[src/rtl/serial_add_ctrl_if.sv]
// Operand/result handshake bundle for serial_add_ctrl.
// Optional zero flag present when SERIAL_ADD_ZERO_EN is defined.
interface serial_add_ctrl_if #(
  parameter int WIDTH = 24
);
  logic             in_valid;
  logic             in_ready;
  logic [WIDTH-1:0] a;
  logic [WIDTH-1:0] b;
  logic             sub;
  logic             out_valid;
  logic             out_ready;
  logic [WIDTH-1:0] sum;
  logic             c_out;
`ifdef SERIAL_ADD_ZERO_EN
  logic             zero;

  modport master (
    output in_valid, a, b, sub, out_ready,
    input  in_ready, out_valid, sum, c_out, zero
  );

  modport slave (
    input  in_valid, a, b, sub, out_ready,
    output in_ready, out_valid, sum, c_out, zero
  );
`else
  modport master (
    output in_valid, a, b, sub, out_ready,
    input  in_ready, out_valid, sum, c_out
  );

  modport slave (
    input  in_valid, a, b, sub, out_ready,
    output in_ready, out_valid, sum, c_out
  );
`endif
endinterface

[src/rtl/serial_add_ctrl.sv]
// Bit-serial mantissa add/subtract: one full_adder reused over WIDTH cycles, LSB first.
// Define SERIAL_ADD_ZERO_EN to add the zero-result flag.
module full_adder (
  input  logic a,
  input  logic b,
  input  logic cin,
  output logic s,
  output logic cout
);
  assign s    = a ^ b ^ cin;
  assign cout = (a & b) | (cin & (a ^ b));
endmodule

module serial_add_ctrl #(
  parameter int WIDTH = 24
) (
  input  logic            clk,
  input  logic            rst_n,
  serial_add_ctrl_if.slave bus,
  output logic            busy
);
  localparam int CW = $clog2(WIDTH);
  localparam logic [CW-1:0] LAST_BIT = CW'(WIDTH - 1);

  typedef enum logic [1:0] {
    IDLE,
    RUN,
    DONE
  } state_t;

  state_t           state_reg, state_next;
  logic [WIDTH-1:0] a_reg;
  logic [WIDTH-1:0] b_reg;
  logic [WIDTH-1:0] res_reg;
  logic             carry_reg;
  logic [CW-1:0]    cnt_reg;
  logic             accept;
  logic             fa_s;
  logic             fa_cout;

  full_adder u_fa (
    .a    (a_reg[0]),
    .b    (b_reg[0]),
    .cin  (carry_reg),
    .s    (fa_s),
    .cout (fa_cout)
  );

  always_ff @(posedge clk) begin
    if (!rst_n) begin
      state_reg <= IDLE;
    end else begin
      state_reg <= state_next;
    end
  end

  always_comb begin
    state_next = state_reg;
    accept     = 1'b0;
    case (state_reg)
      IDLE: begin
        if (bus.in_valid) begin
          accept     = 1'b1;
          state_next = RUN;
        end
      end
      RUN: begin
        if (cnt_reg == LAST_BIT) begin
          state_next = DONE;
        end
      end
      DONE: begin
        if (bus.out_ready) begin
          state_next = IDLE;
        end
      end
      default: state_next = IDLE;
    endcase
  end

  // Subtraction is A + ~B + 1: the inverted operand is latched and the
  // carry register is seeded with sub.
  always_ff @(posedge clk) begin
    if (!rst_n) begin
      a_reg     <= '0;
      b_reg     <= '0;
      res_reg   <= '0;
      carry_reg <= 1'b0;
      cnt_reg   <= '0;
    end else if (accept) begin
      a_reg     <= bus.a;
      b_reg     <= bus.sub ? ~bus.b : bus.b;
      carry_reg <= bus.sub;
      cnt_reg   <= '0;
    end else if (state_reg == RUN) begin
      a_reg     <= a_reg >> 1;
      b_reg     <= b_reg >> 1;
      res_reg   <= {fa_s, res_reg[WIDTH-1:1]};
      carry_reg <= fa_cout;
      cnt_reg   <= cnt_reg + 1'b1;
    end
  end

  assign bus.in_ready  = (state_reg == IDLE);
  assign bus.out_valid = (state_reg == DONE);
  assign busy          = (state_reg != IDLE);
  assign bus.sum       = res_reg;
  assign bus.c_out     = carry_reg;

`ifdef SERIAL_ADD_ZERO_EN
  logic sticky_reg;

  always_ff @(posedge clk) begin
    if (!rst_n) begin
      sticky_reg <= 1'b0;
    end else if (accept) begin
      sticky_reg <= 1'b0;
    end else if (state_reg == RUN) begin
      sticky_reg <= sticky_reg | fa_s;
    end
  end

  // Gated by DONE so the flag reads 0 out of reset and while running.
  assign bus.zero = (state_reg == DONE) & ~sticky_reg;
`endif
endmodule

[src/flat_wrapper.sv]
// flat-port wrapper written by rule: the top's interface ports become plain ports
module serial_add_ctrl_flat 
#(
  parameter int WIDTH = 24
)
  (clk, rst_n, busy, bus_in_valid, bus_a, bus_b, bus_sub, bus_out_ready, bus_in_ready, bus_out_valid, bus_sum, bus_c_out);
  serial_add_ctrl_if #(.WIDTH(WIDTH)) bus_i ();
  input  logic clk;
  input  logic rst_n;
  output logic busy;
  input wire logic [$bits(bus_i.in_valid)-1:0] bus_in_valid;
  input wire logic [$bits(bus_i.a)-1:0] bus_a;
  input wire logic [$bits(bus_i.b)-1:0] bus_b;
  input wire logic [$bits(bus_i.sub)-1:0] bus_sub;
  input wire logic [$bits(bus_i.out_ready)-1:0] bus_out_ready;
  output wire logic [$bits(bus_i.in_ready)-1:0] bus_in_ready;
  output wire logic [$bits(bus_i.out_valid)-1:0] bus_out_valid;
  output wire logic [$bits(bus_i.sum)-1:0] bus_sum;
  output wire logic [$bits(bus_i.c_out)-1:0] bus_c_out;
  assign bus_i.in_valid = bus_in_valid;
  assign bus_i.a = bus_a;
  assign bus_i.b = bus_b;
  assign bus_i.sub = bus_sub;
  assign bus_i.out_ready = bus_out_ready;
  assign bus_in_ready = bus_i.in_ready;
  assign bus_out_valid = bus_i.out_valid;
  assign bus_sum = bus_i.sum;
  assign bus_c_out = bus_i.c_out;
  serial_add_ctrl #(.WIDTH(WIDTH)) u_core (.clk(clk), .rst_n(rst_n), .bus(bus_i), .busy(busy));
endmodule
[config.mk]
export PLATFORM = sky130hd
export DESIGN_NAME = serial_add_ctrl_flat
export DESIGN_NICKNAME = d
export VERILOG_FILES = /design/src/rtl/serial_add_ctrl_if.sv /design/src/rtl/serial_add_ctrl.sv /design/src/flat_wrapper.sv
export SDC_FILE = /design/constraint.sdc
export NUM_CORES = 1
export LEC_CHECK = 0
export CORE_ASPECT_RATIO = 0.9
export CORE_UTILIZATION = 45
export CTS_CLUSTER_SIZE = 28
export DETAILED_ROUTE_END_ITERATION = 16
export GPL_TIMING_DRIVEN = 0
export PLACE_DENSITY = 0.73
export REMOVE_ABC_BUFFERS = 1
export SYNTH_ARGS = -nofsm -noshare
export SYNTH_HDL_FRONTEND = slang
export SYNTH_SLANG_ARGS = --single-unit
[constraint.sdc]
create_clock -name clk -period 4.1 [get_ports clk]
set_input_delay 0.82 -clock clk [delete_from_list [all_inputs] [get_ports clk]]
set_output_delay 0.82 -clock clk [all_outputs]
set_load 0.02 [all_outputs]
==> metrics.yaml <==
clock_tree:
  cts_root_buf: "clkbuf_8"
  cts_max_level: 3
  clkSinkCount: 80
  hold_buffers: 0
  cts_buffer_depth: 2
  cts-buffers-inserted: 9
  clkSlewWorstSetupHoldPaths_ns: 0.07
  insertion_delay_ns: 0.34
  cts_resized: 0
  post_cts_buffers: 0
  cts_tree: "yes"
synthesis:
  post-synth-top-count-cell: "dfxtp_1"
  ys_async_sr_fraction: 0
  synth-main-ff-cell: "dfxtp_1"
  ys_seq_area_frac: 0.448
  syn_inst: 396
  ys_top_cells_by_count: "dfxtp_1, nor2_1, nand2_1"
  yosysWarnings: 0
  synthTopCellsByArea: "dfxtp_1, o221a_2, a221o_1"
  synth_area_um2: 3570
  yosysTopAreaCellShare: 0.448
  synth_cell_types: 29
  yosysTopAreaCell: "dfxtp_1"
  syn_area_per_cell_um2: 9.02
  ys_seq_elements: 80
  synth_edf_count: 0
place:
  placedCellCount: 537
  dpl_cell_area_um2: 4340
  place_hpwl_mm: 4.59
  io_buffers: 80
  place_congestion: 0.744
detailed_routing:
  drt_iter0_markers: 149
  drtAntennaViolNets: 0
  drcViolationCount: 0
  finalWirelength_mm: 7.11
  drtPass1Iterations: 4
  vias: 2881
  routed_via_density: 5.22
  wl_per_cell_um: 12.9
run_status:
  status: "complete, no violations"
timing:
  slew_headroom: 0.127
  slew_violations: 0
  rsz0062_at_grt: "false"
  min_period_over_period: 0.769
  finalSetupTns_ns: 0
  max_freq_mhz: 317
  holdWs_ns: 0.471
  final-setup-viol-count: 0
  clock_skew_ns: 0.00656
  post-route-min-period_ns: 3.15
  hold_violations: 0
  worstMarginPinSlew_ns: 1.31
power:
  p_int_uw: 1330
  switchingPower_uw: 391
  p_comb_frac: 0.135
  p_leak_uw: 0.00165
  p_clk_frac: 0.367
  cellPowerDensity_nw_per_um2: 377
  irDropWorstVdd_mv: 0.204
  seqPwrFrac: 0.498
  p_sw_frac: 0.228
worst_setup_path:
  crit_family: "flip-flops"
  path_max_fanout: 33
  crit_path_end_kind: "primary output"
  crit_type: "flop to primary output"
  worstRegToRegCells: 4
  cp.arrival_ns: 2.33
  worst_ep_required_time_ns: 3.28
  worst-r2r-setup-slack_ns: 1.30
  worstPathCellList: "nor2_1 > inv_1 > clkdlybuf4s50_1"
  r2r_start: "u_core.state_reg[0]"
  crit_buf_inv: 2
  crit_path_max_incr_delay_ns: 1.11
  r2r-end: "u_core.b_reg[12]"
  startpoint_type: "flop"
  crit_path_top_delay_cell: "dfxtp_1"
floorplan:
  start_util: 0.469
  pin_count: 81
  die_y_um: 86.5
  core_um2: 7620
  dieArea_um2: 8300
  row_count: 30
  die_x_um: 95.9
grt:
  grt_usage: 0.186
  grt_pass1_wl_mm: 12.2
  grt_start_max_net_pins: 59
  grt_pass1_vias: 2694
  antenna_found_initial: 0
  overflow: 0
min_path:
  hp-class: "flop to flop"
  hold_end: "u_core.bus.sum[0]"
  hold_depth: 2
  hold_start: "u_core.bus.sum[0]"
finish:
  syn_to_final_growth_pct: 27.6
  final_area_um2: 4560
  nets: 507
  drive_gt1_frac: 0.0965
  finalNonFillerCells: 552
  n_antenna_cell: 0
job:
  drv_cap: 0
layer usage:
layer	up-vias	global-route usage	share of wire
li1	1488	-	-
met4	0	0.0475	0.010
met5	-	0	0
met3	6	0.0596	0.050
met2	71	0.292	0.45
met1	1316	0.248	0.48
area by class of cell:
cell class                      count  area, um2
Inverter                            1       3.75
Sequential cell                    80       1600
Timing Repair Buffer               82        826
Clock inverter                      3       65.1
Multi-Input combinational cell    278       1780
Clock buffer                       12        155
Tap cell                           96        120
Fill cell                         654       3060
cell usage in the layout (no fill, tap or decap), types with 3 or more instances in the layout:
master,count
a21boi_0,25
dfxtp_1,79
nor2_1,51
a221o_1,23
xnor2_1,24
nand2_1,50
o221a_2,24
nand2b_1,3
nor2b_1,28
a21oi_1,27
clkdlybuf4s50_1,79
clkbuf_8,11
kinds of logic (layout without fill, tap and decap cells):
group	count (synthesis)	after routing	synth area share
simple gates	146	146	0.186
compound gates	104	104	0.240
flops	80	80	0.448
buf+inv	38	98	0.0536
xor+xnor	26	26	0.0637
fa+ha+maj	2	2	0.00911
stage by stage:
stage / utilization / worst slack [ns] / total power (uW)
after detailed placement: 0.569 / 0.646 / 1110
final: 0.598 / 0.945 / 1720
after global placement: 0.565 / 0.0506 / 1100
after floorplan: - / 1.10 / 994
after global routing: 0.598 / 0.750 / 1800
after CTS: 0.598 / 0.912 / 1740
worst max path at each step:
stage	slack, ns	end	cells past startpoint	from
5_1_grt	0.75	u_core.b_reg[14]	4	bus_in_valid
3_3_place_gp	0.05	u_core.b_reg[11]	3	u_core.state_reg[0]
2_1_floorplan	1.10	u_core.b_reg[0]	3	u_core.state_reg[0]
4_1_cts	0.91	busy	3	u_core.state_reg[1]
6_report	0.95	busy	3	u_core.state_reg[1]
3_5_place_dp	0.65	u_core.b_reg[12]	4	bus_in_valid
power groups by stage:
stage                     sequential (uW)  clock [uW]  combinational, uW
after floorplan                       866           0                128
after global placement                871           0                226
after detailed placement              873           0                233
after CTS                             855         648                233
after global routing                  862         684                256
final                                 856         631                231
tightest hold or removal path: stages (launching register included):
cell and delay [ns]:
dfxtp_1 0.31, nand2_1 0.05, a21boi_0 0.06
Note: power is estimated with default switching activity, not from simulation.
